**src/rtl/falcon_clk_pkg.sv**
```systemverilog
// rtl/falcon_clk_pkg.sv - shared types and default timing constants for the clock/reset sequencer
package falcon_clk_pkg;

    typedef enum logic [2:0] {
        PLL_RESET,
        WAIT_LOCK,
        STABLE,
        REL_MEM,
        REL_PERIPH,
        REL_CPU,
        RUN
    } seq_state_t;

    localparam int DEF_PLL_RST_CYCLES = 4;
    localparam int DEF_LOCK_TIMEOUT   = 1000;
    localparam int DEF_STABLE_CYCLES  = 64;
    localparam int DEF_STAGE_DELAY    = 16;

    function automatic int max4(input int a, input int b, input int c, input int d);
        int m;
        m = a;
        if (b > m) m = b;
        if (c > m) m = c;
        if (d > m) m = d;
        return m;
    endfunction

endpackage

```
**src/rtl/sync2.sv**
```systemverilog
// rtl/sync2.sv - generic two-flop single-bit synchroniser
module sync2 (
    input  logic clock,
    input  logic reset,
    input  logic d,
    output logic q
);

    logic meta;

    always_ff @(posedge clock) begin
        if (reset) begin
            meta <= 1'b0;
            q    <= 1'b0;
        end else begin
            meta <= d;
            q    <= meta;
        end
    end

endmodule

```
**src/rtl/pll_reset_sequencer.sv**
```systemverilog
// rtl/pll_reset_sequencer.sv - PLL reset/lock qualification and staged core reset release
module pll_reset_sequencer
    import falcon_clk_pkg::*;
#(
    parameter int PLL_RST_CYCLES = DEF_PLL_RST_CYCLES,
    parameter int LOCK_TIMEOUT   = DEF_LOCK_TIMEOUT,
    parameter int STABLE_CYCLES  = DEF_STABLE_CYCLES,
    parameter int STAGE_DELAY    = DEF_STAGE_DELAY
) (
    input  logic       clock,
    input  logic       reset,
    input  logic       pll_locked,
    input  logic       sw_reset_req,
    output logic       pll_rst,
    output logic       mem_reset,
    output logic       periph_reset,
    output logic       cpu_reset,
    output logic       ready,
    output logic [7:0] retry_count,
    output logic [7:0] lock_lost_count
);

    localparam int MAX_P = max4(PLL_RST_CYCLES, LOCK_TIMEOUT, STABLE_CYCLES, STAGE_DELAY);
    localparam int TW    = $clog2(MAX_P) + 1;

    localparam logic [TW-1:0] LD_PLL    = TW'(PLL_RST_CYCLES - 1);
    localparam logic [TW-1:0] LD_LOCK   = TW'(LOCK_TIMEOUT - 1);
    localparam logic [TW-1:0] LD_STABLE = TW'(STABLE_CYCLES - 1);
    localparam logic [TW-1:0] LD_STAGE  = TW'(STAGE_DELAY - 1);

    seq_state_t    state, state_nxt;
    logic [TW-1:0] timer, timer_nxt;
    logic          lk;
    logic          timer_done;
    logic          retry_inc, lost_inc;

    sync2 u_lock_sync (
        .clock (clock),
        .reset (reset),
        .d     (pll_locked),
        .q     (lk)
    );

    assign timer_done = (timer == '0);

    always_comb begin
        state_nxt = state;
        retry_inc = 1'b0;
        lost_inc  = 1'b0;
        case (state)
            PLL_RESET: if (timer_done) state_nxt = WAIT_LOCK;
            WAIT_LOCK: begin
                if (lk) begin
                    state_nxt = STABLE;
                end else if (timer_done) begin
                    state_nxt = PLL_RESET;
                    retry_inc = 1'b1;
                end
            end
            STABLE, REL_MEM, REL_PERIPH, REL_CPU, RUN: begin
                // Loss of lock outranks every other transition, including a software request.
                if (!lk) begin
                    state_nxt = PLL_RESET;
                    lost_inc  = 1'b1;
                end else begin
                    case (state)
                        STABLE:     if (timer_done) state_nxt = REL_MEM;
                        REL_MEM:    if (timer_done) state_nxt = REL_PERIPH;
                        REL_PERIPH: if (timer_done) state_nxt = REL_CPU;
                        REL_CPU:    if (timer_done) state_nxt = RUN;
                        default:    if (sw_reset_req) state_nxt = STABLE;
                    endcase
                end
            end
            default: state_nxt = PLL_RESET;
        endcase

        timer_nxt = timer;
        if (state_nxt != state) begin
            case (state_nxt)
                PLL_RESET: timer_nxt = LD_PLL;
                WAIT_LOCK: timer_nxt = LD_LOCK;
                STABLE:    timer_nxt = LD_STABLE;
                default:   timer_nxt = LD_STAGE;
            endcase
        end else if (!timer_done) begin
            timer_nxt = timer - 1'b1;
        end
    end

    // Reset is treated as an entry into PLL_RESET, so the timer starts with its hold count.
    always_ff @(posedge clock) begin
        if (reset) begin
            state           <= PLL_RESET;
            timer           <= LD_PLL;
            pll_rst         <= 1'b1;
            mem_reset       <= 1'b1;
            periph_reset    <= 1'b1;
            cpu_reset       <= 1'b1;
            ready           <= 1'b0;
            retry_count     <= '0;
            lock_lost_count <= '0;
        end else begin
            state        <= state_nxt;
            timer        <= timer_nxt;
            pll_rst      <= (state_nxt == PLL_RESET);
            mem_reset    <= !(state_nxt inside {REL_MEM, REL_PERIPH, REL_CPU, RUN});
            periph_reset <= !(state_nxt inside {REL_PERIPH, REL_CPU, RUN});
            cpu_reset    <= !(state_nxt inside {REL_CPU, RUN});
            ready        <= (state_nxt == RUN);
            if (retry_inc && retry_count != 8'hFF)
                retry_count <= retry_count + 8'd1;
            if (lost_inc && lock_lost_count != 8'hFF)
                lock_lost_count <= lock_lost_count + 8'd1;
        end
    end

endmodule
```
**config.mk**
```make
export PLATFORM = sky130hd
export DESIGN_NAME = pll_reset_sequencer
export DESIGN_NICKNAME = d
export VERILOG_FILES = /design/src/rtl/falcon_clk_pkg.sv /design/src/rtl/sync2.sv /design/src/rtl/pll_reset_sequencer.sv
export SDC_FILE = /design/constraint.sdc
export NUM_CORES = 1
export LEC_CHECK = 0
export CAP_MARGIN = 20
export CORE_MARGIN = 2
export CORE_UTILIZATION = 49
export DETAILED_ROUTE_END_ITERATION = 16
export HOLD_SLACK_MARGIN = 0.02
export PLACE_DENSITY = 0.75
export SLEW_MARGIN = 0
export SYNTH_ARGS = -nofsm -noshare
export SYNTH_HDL_FRONTEND = slang
export SYNTH_SLANG_ARGS = --single-unit
```
**constraint.sdc**
```tcl
create_clock -name clock -period 2.08 [get_ports clock]
set_input_delay 0.312 -clock clock [delete_from_list [all_inputs] [get_ports clock]]
set_output_delay 0.312 -clock clock [all_outputs]
set_load 0.03 [all_outputs]
```
==> results summary, run 1 <==
The run finished, with violations left. The final reports fail on negative setup slack. The share of the clock period used by the worst path after layout came out at 102%. The most used flip-flop cell after synthesis is sky130_fd_sc_hd__dfxtp_1. The count of cell types in the netlist came out at 54. The final-stage net count is 283. The leakage power came out at 0.987 nW. The worst slew margin relative to its limit is 56.9%. The sequential element share of the synthesized area came out at between 30% and 40%. The number of nets in the synthesized netlist is 227. The initial antenna violation count is 0.

In the final layout, the multi-input gates occupy between 0.001 and 0.0015 mm². Measured along the y axis, the die boundary spans 67.0 µm. The power share of the clock group came out at 19.8%.

The detailed placement HPWL is 3.15 mm. The global route total overflow came out at 0. The via count of the first global-routing pass came out at 1640. The floorplan has 22 rows. The routability-driven placement congestion ratio is 0.842. In the layout the commonest cells are 34 x sky130_fd_sc_hd__dfxtp_1, 34 x sky130_fd_sc_hd__buf_4, 24 x sky130_fd_sc_hd__clkdlybuf4s50_1. The number of remaining DRC errors is 0. At the pin with the least slew margin, the transition time is between 0.6 and 0.7 ns. The antenna diode instance count came out at 0. The final antenna-violating net count is 0. The combinational fraction of design power is 44.3%.

The synthesized design contains 37 register bits. Summed over all layers, the routed wires come to 4.75 mm. The count of mapped cells out of synthesis is 220. The final critical path time including I/O delays and setup is between 2 and 2.5 ns. In this run the worst path has a maximum fanout of 5. The first-pass GRT wire length came out at 7.45 mm. Summed over all nets, the switching power comes to approximately 890 µW. The count of hold buffers inserted by post-cts repair came out at 0. The maximum level of the CTS H-tree came out at 2. The number of top-level pins is 25. The required time at the worst-slack endpoint came out at around 2.3 ns. The count of input and output buffers came out at 24. The layout cell share with drive strength beyond 1 came out at about a quarter. The critical path is of the reg2reg type. Dividing the synthesized area by the synthesized cell count gives 8.83 µm².

Measured in cells, the most critical reg-to-reg path has a length of 5. The timing-limited maximum frequency is between 400 and 500 MHz. The final worst setup slack is -0.0429 ns.

The cell total after placement came out at 306. The post-synthesis instance area is 0.00194 mm². The initial utilization of the core area, before any placement, comes to 51.9%. The clock network latency to the later pin of the worst-skew pair came out at 0.29 ns. The number of search-and-repair iterations in the first detailed-routing pass came out at 4. The min-delay analysis places its worst path in the category reg2reg. The signed area change from the synthesized netlist to the final layout came out at 34.4%. In this run the clock root is driven by a sky130_fd_sc_hd__clkbuf_8. The portion of total power attributed to sequential cells came out at around 36%. The worst hold slack after final layout came out at 0.456 ns. From left edge to right edge, the die measures 67.0 µm. The total power divided by cell area came out at 972 mW/mm². STA classifies the critical path endpoint as a flip-flop. The worst hold path cell count came out at 1. The TritonCTS buffer count came out at 5.

The power after layout is 2.54 mW. The routed via count is 1890. The count of final max-slew check failures is 0. The number of endpoints with negative hold slack in the final report came out at 0. The number of synthesized flops with an enable pin is 0. The max-capacitance violation count is 0.

The average vias per placed instance came out at 5.82. The floorplan die area is 0.00448 mm². The number of design-rule violations left by the first detailed-router iteration came out at slightly below 90. The core box area came out at 0.00374 mm². Timing analysis after detailed placement gives a worst setup slack of -0.121 ns.

The average routed wire per standard cell is 14.6 µm. The arrival time at the worst endpoint came out at 2.29 ns. The largest clock skew in the final design came out at 0.00341 ns. The count of endpoints failing setup in the final report is 7.

The net switching fraction of the power is 35.0%. The peak supply drop is 0.639 mV. The maximum buffer depth of the clock tree came out at 2. Internal power comes to ~1.7 mW. The startpoint type of the worst setup path is a flip-flop. After clock tree synthesis, the clock-pin slew on the worst setup and hold paths is 0.08 ns. The non-filler instance count after layout is 325. The largest net degree at the start of global routing is 18. The number of sinks handled by clock tree synthesis came out at 37. The share of synthesized registers carrying an async set or reset is 0%. TritonCTS built the clock tree. Setup repair after global routing could not meet its margin everywhere. The sequential cells in the finished layout cover a total of 744 µm². Yosys printed 0 warnings.

The fill cell instance count of the final layout came out at roughly 320. The global routing usage summed across all routing layers came out at between 20% and 30%.
per-layer routing:
layer	vias up	global-route usage (%)	part of all wire, %	wire (µm)
li1	954	-	-	-
met1	886	28.9	46	2190
met2	39	33.9	48	2260
met3	11	5.07	4.1	194
met4	0	8.67	2.1	102
met5	-	0	0	0
synthesized netlist by cell type (6+ instances only):
cell type,number,area share [%]
sky130_fd_sc_hd__xnor2_1,7,3.2
sky130_fd_sc_hd__o31ai_1,9,3.5
sky130_fd_sc_hd__o21ai_0,14,3.6
sky130_fd_sc_hd__nor2_1,10,1.9
sky130_fd_sc_hd__or4_1,6,2.3
sky130_fd_sc_hd__nand3_1,12,3.1
sky130_fd_sc_hd__inv_1,7,1.4
sky130_fd_sc_hd__a21oi_1,15,3.9
sky130_fd_sc_hd__or3_1,8,2.6
sky130_fd_sc_hd__nor3_1,6,1.5
sky130_fd_sc_hd__dfxtp_1,37,38
sky130_fd_sc_hd__nand2_1,14,2.7
sky130_fd_sc_hd__clkbuf_1,10,1.9
metrics by stage:
step / utilization (%) / cell area [µm²] / TNS [ns]
6_report: 69.8 / 2610 / -0.167
2_1_floorplan: - / 1950 / 0
4_1_cts: 67.7 / 2530 / -0.240
3_3_place_gp: 63.7 / 2390 / -0.0611
5_1_grt: 69.8 / 2610 / -0.542
3_5_place_dp: 63.7 / 2390 / -0.163
cell type report:
type                    instances  share of cell area (%)
repair buffers                 61                    20.3
inverters                       7                    1.01
clock inverters                 2                   0.383
well taps                      48                    2.30
flip-flops and latches         37                    28.5
multi-input cells             164                    44.8
clock buffers                   6                    2.78
worst max-delay path, stage by stage (launching register included):
cell and delay, ns:
sky130_fd_sc_hd__dfxtp_2 0.32, sky130_fd_sc_hd__or4_4 0.56, sky130_fd_sc_hd__or4_4 0.57, sky130_fd_sc_hd__buf_6 0.15, sky130_fd_sc_hd__nand4_1 0.26, sky130_fd_sc_hd__o22ai_1 0.13
path summary, 6_finish.rpt:
| path | start | end | slack, ns |
|---|---|---|---|
| max | timer[5] | timer[5] | -0.04 |
| max reg2reg | timer[5] | timer[5] | -0.04 |
| min | u_lock_sync.meta | u_lock_sync.q | 0.46 |
| min reg2reg | u_lock_sync.meta | u_lock_sync.q | 0.46 |
registers in the layout, summed over array words and instances (netlist names), 3 cells and up:
signal and flops:
state 3, timer 11, retry_count 8, lock_lost_count 8
power by group through the flow:
stage	Sequential (mW)	Clock, mW	Combinational [mW]
after global placement	0.903	0	0.852
after detailed placement	0.908	0	0.861
after global routing	0.922	0.535	1.22
after CTS	0.900	0.510	0.961
final	0.913	0.502	1.12
after floorplan	0.897	0	0.592
kinds of logic after synthesis:
kind of cell,Yosys count,synth area share (%)
adders and majority gates,3,1.93
buffers and inverters,19,4.44
AOI/OAI and AO/OA,64,23.6
and+or+nand+nor,85,26.3
xor gates and xnor gates,10,4.51
muxes,2,1.09
DFF,37,38.1
timing repair:
| item | 4_1_cts | 5_1_grt |
|---|---|---|
| gates cloned | 0 | 0 |
| resized for setup | 7 | 9 |
| setup buffers | 6 | 5 |
| endpoints found under the setup margin | 10 | 19 |
| pin swaps | 5 | 6 |
| hold endpoints to repair | 0 | 0 |
No activity file was read; power rests on OpenSTA's default activity.
==> run 2: changes to the inputs <==
--- a/config.mk
+++ b/config.mk
@@ -5,12 +5,13 @@
 export SDC_FILE = /design/constraint.sdc
 export NUM_CORES = 1
 export LEC_CHECK = 0
+export ABC_CLOCK_PERIOD_IN_PS = 2080
 export CAP_MARGIN = 20
 export CORE_MARGIN = 2
 export CORE_UTILIZATION = 49
 export DETAILED_ROUTE_END_ITERATION = 16
 export HOLD_SLACK_MARGIN = 0.02
-export PLACE_DENSITY = 0.75
+export PLACE_DENSITY = 0.73
 export SLEW_MARGIN = 0
 export SYNTH_ARGS = -nofsm -noshare
 export SYNTH_HDL_FRONTEND = slang
==> run 2 against run 1 <==
  * The run now ends clean
  * Register-to-register slack gained 0.05 ns
  * Cell count shrank 1.2%
  * Wire length shrank 3.0%
  * Sequential share of layout area grew 0.14 points
  * First-iteration DRC count grew 7.9%
  * Clock skew grew 0.0011 ns
  * Sequential power shrank 1%
  * Setup slack gained 0.050 ns
  * Non-clock buffer count shrank 4
  * Die area is the same
==> results summary, run 2 (synthesized netlist as in run 1, its figures left out) <==
The floorplan die area was 0.00448 mm² (unchanged). The net switching fraction of the power came out at 33.1% (-1.8 points). Setup repair after global routing could not meet its margin everywhere.

The type of the most critical hold path is reg2reg. The routed wire length was 4.60 mm (-3.0%). Tracing the worst setup path back leads to its startpoint at timer[0]. The final worst setup slack is 0.00691 ns (+0.0498 ns). The combinational fraction of design power is 41.5% (-2.8 points). The area occupied by registers is 744 µm² (unchanged). The flip-flop count of the largest register, all copies and words added is 11 (unchanged). The worst register-to-register path ends at timer[2]. STA classifies the critical path startpoint as a flip-flop. The worst slew margin relative to its limit is 59.1% (+2.2 points). The average vias per placed instance was 5.75 (-1.1%).

The number of top-level pins is 25 (unchanged). The worst setup path is of the reg2reg kind. The global route total overflow is 0 (unchanged).

The peak supply drop is 0.734 mV (+15%). The largest driver fanout on the critical path was 7 (+2). The chip width came to 67.0 µm (unchanged). The final antenna-violating net count came out at 0 (unchanged). Counting flops per register, the top entry is timer. The via count of the first global-routing pass was 1609 (-1.9%). The count of endpoints failing setup in the final report is 0 (-7). The average routed wire per standard cell is 14.3 µm (-1.8%). The count of hold buffers inserted by post-cts repair came out at 0 (unchanged). The fill cell instance count of the final layout is 323 (+2.5%). The cell total after placement came to 309 (+0.98%). The clock-pin slew reported for the worst setup and hold paths after clock tree synthesis is 0.08 ns (about the same).

The signed area change from the synthesized netlist to the final layout came out at 33.7%. The largest net degree at the start of global routing came out at 18 (unchanged). The count of input and output buffers is 24 (unchanged).

The final-stage net count came out at 279 (-1.4%). The startpoint of the most critical register-to-register path is timer[0]. The count of final max-slew check failures came out at 0 (unchanged). The number of cells on the worst reg-to-reg path came out at 6 (+1).

The number of standard-cell rows in the floorplan is 22 (unchanged). The slew at the pin with the worst max-slew slack was 0.609 ns (-0.0325 ns). The layout cell share with drive strength beyond 1 is 24.2% (-1.5 points). The slack of the worst reg-to-reg path came out at 0.007 ns (+0.05 ns).

The detailed placement HPWL came out at 3.18 mm (+0.84%). The clock network latency to the later pin of the worst-skew pair came out at 0.29 ns (about the same). The number of cells on the critical path came to 6 (+1).

In the layout the commonest cells are 34 x sky130_fd_sc_hd__dfxtp_1, 30 x sky130_fd_sc_hd__buf_4, 24 x sky130_fd_sc_hd__clkdlybuf4s50_1. The max-capacitance violation count came out at 0 (unchanged). The routability-driven placement congestion ratio is 0.854 (+1.4%). The largest clock skew in the final design is 0.00454 ns (+0.00113 ns).

The peak per-stage delay on the critical path came out at 0.56 ns (about the same). The largest registers in the layout are timer (11), lock_lost_count (8), retry_count (8). The timing-limited maximum frequency came to 482 MHz (+2.4%). The TritonCTS buffer count was 5 (unchanged). The net load switching power came out at 826 µW (-7.0%).

The number of endpoints with negative hold slack in the final report is 0 (unchanged). Clock tree synthesis selected as its root buffer the cell sky130_fd_sc_hd__clkbuf_8. The leakage power was 0.968 nW (-2.0%). The critical path buffer and inverter count came out at 1 (unchanged).

The required time at the worst-slack endpoint is 2.27 ns (+0.02 ns). The initial core utilization is 51.9% (unchanged). The number of remaining DRC errors came out at 0 (unchanged).

The initial antenna violation count is 0 (unchanged). The number of sinks handled by clock tree synthesis came to 37 (unchanged). The maximum buffer depth of the clock tree is 2 (unchanged). The maximum level of the CTS H-tree is 2 (unchanged).

The commonest non-fill, non-tap cell in the layout is sky130_fd_sc_hd__dfxtp_1. The total area of multi-input combinational cells is 0.00117 mm² (-0.11%). The first-pass GRT wire length came to 7.35 mm (-1.3%).

The number of search-and-repair iterations in the first detailed-routing pass is 5 (+1). The power share of the clock group is 22.4% (+2.6 points). The worst setup path is captured at a flip-flop. The non-filler instance count after layout came to 321 (-1.2%). The total power divided by cell area came out at 959 mW/mm² (-1.3%).

The most critical setup path has its endpoint at timer[2]. The worst setup timing slack at the placement stage is -0.0763 ns (+0.0448 ns). The share of the clock period used by the worst path after layout is 99.7% (-2.4 points).

The family with the most delay on the worst path is simple AND/OR/NAND/NOR gates. The final critical path time including I/O delays and setup is 2.07 ns (-0.0498 ns). The cell at the slowest stage of the critical path is sky130_fd_sc_hd__or4_4. The core box area came out at 0.00374 mm² (unchanged). The routed via count came out at 1846 (-2.3%). The portion of total power attributed to sequential cells came out at 36.1% (about the same). TritonCTS built the clock tree. The flow ran to the end, and the final reports show no timing, DRC or antenna violations. The number of design-rule violations left by the first detailed-router iteration is 96 (+7.9%).

The antenna diode instance count is 0 (unchanged). The overall die height came to 67.0 µm (unchanged). The cell-internal power is 1.67 mW (+0.99%). Traced cell by cell, the critical path runs through inv_2 > ha_4 > or3b_4 > or4_4 > a21o_4 > o41ai_2. The arrival time at the worst endpoint was 2.27 ns (-0.02 ns). The global routing usage summed across all routing layers is 21.5% (-0.32 points).
[run 2: cell count changes in the layout (fill, tap and decap cells not counted), sizes merged]
cell / delta
buf: -4
clkinv: -1
clkbuf: +1
[run 2: what timing repair did]
action                     4_1_cts  5_1_grt
cloned                           0        0
resized for setup                8        9
pin swaps                        5        8
buffers inserted                 3        1
setup endpoints to repair        6       17
[run 2: power by group through the flow]
stage                     combinational, mW  clock (mW)  sequential (mW)
after CTS                             0.953       0.570            0.895
final                                  1.03       0.558            0.901
after global placement                0.877           0            0.900
after global routing                   1.12       0.597            0.914
after floorplan                       0.592           0            0.897
after detailed placement              0.890           0            0.903
[run 2: worst reg2reg max path, stage by stage (launching register included)]
cell and delay, ns:
sky130_fd_sc_hd__dfxtp_2 0.33, sky130_fd_sc_hd__inv_2 0.07, sky130_fd_sc_hd__ha_4 0.13, sky130_fd_sc_hd__or3b_4 0.37, sky130_fd_sc_hd__or4_4 0.56, sky130_fd_sc_hd__a21o_4 0.24, sky130_fd_sc_hd__o41ai_2 0.29
[run 2: area by class of cell]
cell class | count | share of cell area [%]
repair buffers | 57 | 19.2
clock inverters | 1 | 0.193
clock buffers | 7 | 3.71
flip-flops and latches | 37 | 28.6
well taps | 48 | 2.31
inverters | 7 | 1.01
multi-input cells | 164 | 44.9
[run 2: worst min-delay path by stage]
stage | startpoint | endpoint | slack (ns) | cells past startpoint
detailed placement | u_lock_sync.meta | u_lock_sync.q | 0.43 | 1
global route | u_lock_sync.meta | u_lock_sync.q | 0.46 | 1
global placement | u_lock_sync.meta | u_lock_sync.q | 0.42 | 1
finish | u_lock_sync.meta | u_lock_sync.q | 0.45 | 1
CTS | u_lock_sync.meta | u_lock_sync.q | 0.45 | 1
floorplan | u_lock_sync.meta | u_lock_sync.q | 0.41 | 1
[run 2: metal layers]
| metal | routed length, µm | track usage [%] | share of wire (%) |
|---|---|---|---|
| met1 | 2120 | 27.7 | 46 |
| met2 | 2210 | 35.9 | 48 |
| met3 | 212 | 4.56 | 4.6 |
| met4 | 65 | 6.12 | 1.4 |
| met5 | 0 | 0 | 0 |
[run 2: through the flow]
| step | util [%] | total power [mW] | cell area, µm² | setup TNS [ns] | hold slack, ns |
|---|---|---|---|---|---|
| final | 69.4 | 2.49 | 2600 | 0 | 0.450 |
| after global routing | 69.4 | 2.63 | 2600 | -0.336 | 0.458 |
| after CTS | 68.4 | 2.42 | 2560 | -0.0553 | 0.451 |
| after detailed placement | 64.3 | 1.79 | 2410 | -0.149 | 0.426 |
| after global placement | 64.3 | 1.78 | 2410 | -0.0834 | 0.422 |
| after floorplan | - | 1.49 | 1950 | 0 | 0.414 |
==> run 3: changes to the inputs <==
--- a/config.mk
+++ b/config.mk
@@ -6,7 +6,7 @@
 export NUM_CORES = 1
 export LEC_CHECK = 0
 export ABC_CLOCK_PERIOD_IN_PS = 2080
-export CAP_MARGIN = 20
+export CORE_ASPECT_RATIO = 2
 export CORE_MARGIN = 2
 export CORE_UTILIZATION = 49
 export DETAILED_ROUTE_END_ITERATION = 16
@@ -16,3 +16,4 @@
 export SYNTH_ARGS = -nofsm -noshare
 export SYNTH_HDL_FRONTEND = slang
 export SYNTH_SLANG_ARGS = --single-unit
+export TNS_END_PERCENT = 20
==> run 3 against run 2 <==
  * The flow now finishes with violations (negative setup slack)
  * Global-route usage grew 2.8 points
  * Setup slack lost 0.011 ns
  * Wire length rose by 12%
  * Clock power down 5.0%
  * Maximum frequency is 0.53% lower
  * Register-to-register slack barely moved
  * Clock-buffer cell count down 1
  * Cell count is 0.62% higher
  * Critical path depth unchanged
  * Largest cell class unchanged
  * Critical endpoint unchanged
  * Total power grew 0.21%
  * Via count up 4.8%
==> results summary, run 3 (synthesized netlist as in run 1, its figures left out) <==
The peak supply drop came to 0.541 mV (-26%). The TritonCTS buffer count came to 5 (unchanged). STA classifies the critical path endpoint as a flip-flop.

The worst hold slack after final layout is 0.454 ns (+0.00469 ns). The final critical path time including I/O delays and setup came out at 2.08 ns (+0.0110 ns). The critical path goes through or4_4 > buf_4 > or4_4 > buf_4 > o2111ai_1 > o41ai_2.

The run finished, with violations left. The non-filler instance count after layout is 323 (+0.62%). The layout cell share with drive strength beyond 1 is 24.3% (+0.089 points). The type of the most critical hold path is reg2reg. The overall die height was 93.1 µm (+39%).

The number of search-and-repair iterations in the first detailed-routing pass is 4 (-1). The initial core utilization came out at 50.6% (-1.4 points). The number of remaining DRC errors came out at 0 (unchanged). The timing-limited maximum frequency is 480 MHz (-0.53%).

The antenna diode instance count is 0 (unchanged). The average vias per placed instance came to 5.99 (+4.1%). The count of endpoints failing setup in the final report is 1 (+1). The worst slew margin relative to its limit is 57.9% (-1.2 points). In this run the clock root is driven by a sky130_fd_sc_hd__clkbuf_8. The share of the clock period used by the worst path after layout came out at 100% (+0.53 points). The arrival time at the worst endpoint came out at 2.26 ns (about the same). The maximum level of the CTS H-tree came out at 2 (unchanged). STA classifies the critical path startpoint as a flip-flop.

The global routing usage summed across all routing layers is 24.3% (+2.8 points). The maximum buffer depth of the clock tree is 2 (unchanged). The largest net degree at the start of global routing is 18 (unchanged). The required time at the worst-slack endpoint is 2.26 ns (about the same).

The core box area was 0.00384 mm² (+2.7%). The slew at the pin with the worst max-slew slack came out at 0.626 ns (+0.0174 ns). The number of standard-cell rows in the floorplan came to 32 (+45%).

The number of top-level pins came to 25 (unchanged). The top cell types in the final layout, fill and taps aside, are 34 x sky130_fd_sc_hd__dfxtp_1, 32 x sky130_fd_sc_hd__buf_4, 24 x sky130_fd_sc_hd__clkdlybuf4s50_1. The average routed wire per standard cell came out at 15.9 µm (+11%).

The via count of the first global-routing pass came out at 1922 (+19%). The power after layout was 2.50 mW (+0.21%). The total cell area at the placement stage came out at 0.00239 mm² (-0.62%).

The global route total overflow came out at 0 (unchanged). The signed area change from the synthesized netlist to the final layout came out at 33.2%. The aggregate negative setup slack came out at -0.00409 ns (-0.00409 ns). The routed via count is 1934 (+4.8%).

The clock network latency to the later pin of the worst-skew pair came out at 0.29 ns (about the same). Leaving out fill and tap cells, the most frequent cell in the layout is sky130_fd_sc_hd__dfxtp_1. The final-stage net count was 279 (unchanged). The final antenna-violating net count is 0 (unchanged). The largest driver fanout on the critical path came out at 7 (unchanged). TritonCTS built the clock tree. The cell at the slowest stage of the critical path is sky130_fd_sc_hd__or4_4. The clock-pin slew reported for the worst setup and hold paths after clock tree synthesis is 0.07 ns (about the same).

The number of endpoints with negative hold slack in the final report came to 0 (unchanged). The peak per-stage delay on the critical path is 0.59 ns (+0.03 ns). The worst setup timing slack at the placement stage came to -0.0964 ns (-0.0201 ns). The final worst setup slack came out at -0.00409 ns (-0.0110 ns). Setup repair after global routing could not meet its margin everywhere.

The count of final max-slew check failures is 0 (unchanged). The largest clock skew in the final design came out at 0.00484 ns (+0.000299 ns). The number of design-rule violations left by the first detailed-router iteration is 55 (-43%). The max-capacitance violation count was 0 (unchanged). The checks that failed: negative setup slack. The summed area of non-filler cells in the final layout came to 0.00259 mm² (-0.43%). The routed wire length is 5.14 mm (+12%).

The cell total after placement is 310 (+0.32%). In the final layout, the registers with the most flip-flops are timer (11), lock_lost_count (8), retry_count (8). The number of sinks handled by clock tree synthesis is 37 (unchanged). The floorplan die area is 0.00452 mm² (+0.69%). The first-pass GRT wire length was 8.44 mm (+15%). The total power divided by cell area is 966 mW/mm² (+0.65%).

The routability-driven placement congestion ratio came out at 0.810 (-5.2%). The leakage power is 0.966 nW (-0.25%). The category of the critical setup timing path is reg2reg. The count of input and output buffers came out at 24 (unchanged). The flip-flop count of the largest register, all copies and words added is 11 (unchanged). The chip width came out at 48.5 µm (-28%). The detailed placement HPWL is 3.68 mm (+16%). The final core area utilization is 67.3% (-2.1 points). The register with the highest flop count is timer. The initial antenna violation count was 0 (unchanged).
==> run 3: routing by layer <==
layer,routed length (µm),vias up,global-route usage (%),part of all wire [%]
li1,-,937,-,-
met5,0,-,0,0
met3,169,23,3.99,3.3
met1,1840,919,21.2,36
met4,230,0,16.0,4.5
met2,2900,55,48.8,56
==> run 3: critical path, delay by kind of cell (launching register included) <==
family | cells | cell delay [ns]
AO/OA/AOI/OAI | 2 | 0.20
buffers and inverters | 2 | 0.34
AND/OR/NAND/NOR | 2 | 1.11
flip-flops | 1 | 0.31
==> run 3: report_power, final <==
group          leakage, nW  total [mW]  internal (mW)  switching [mW]
Sequential           0.300       0.912          0.812           0.100
Clock               0.0433       0.530          0.262           0.268
Combinational        0.623        1.06          0.558           0.499
==> run 3: repair_timing <==
action	in CTS	in global routing
buffers inserted	4	1
gates cloned	1	0
pin swaps	7	6
hold buffers	0	0
resized for setup	12	4
setup endpoints to repair	15	22
==> run 3: final cells by class <==
type,instances,area [µm²]
clock buffers,6,82.6
clock inverters,1,7.51
fillers,342,1260
inverters,7,26.3
multi-input cells,165,1180
well taps,51,63.8
repair buffers,56,480
flip-flops and latches,37,744
==> run 3: final timing paths <==
kind | startpoint | slack, ns | depth (start not counted) | to
worst max-delay path | timer[4] | -0.004 | 6 | timer[2]
worst min-delay path | u_lock_sync.meta | 0.45 | 1 | u_lock_sync.q
worst max register to register | timer[4] | -0.004 | 6 | timer[2]
worst min register to register | u_lock_sync.meta | 0.45 | 1 | u_lock_sync.q
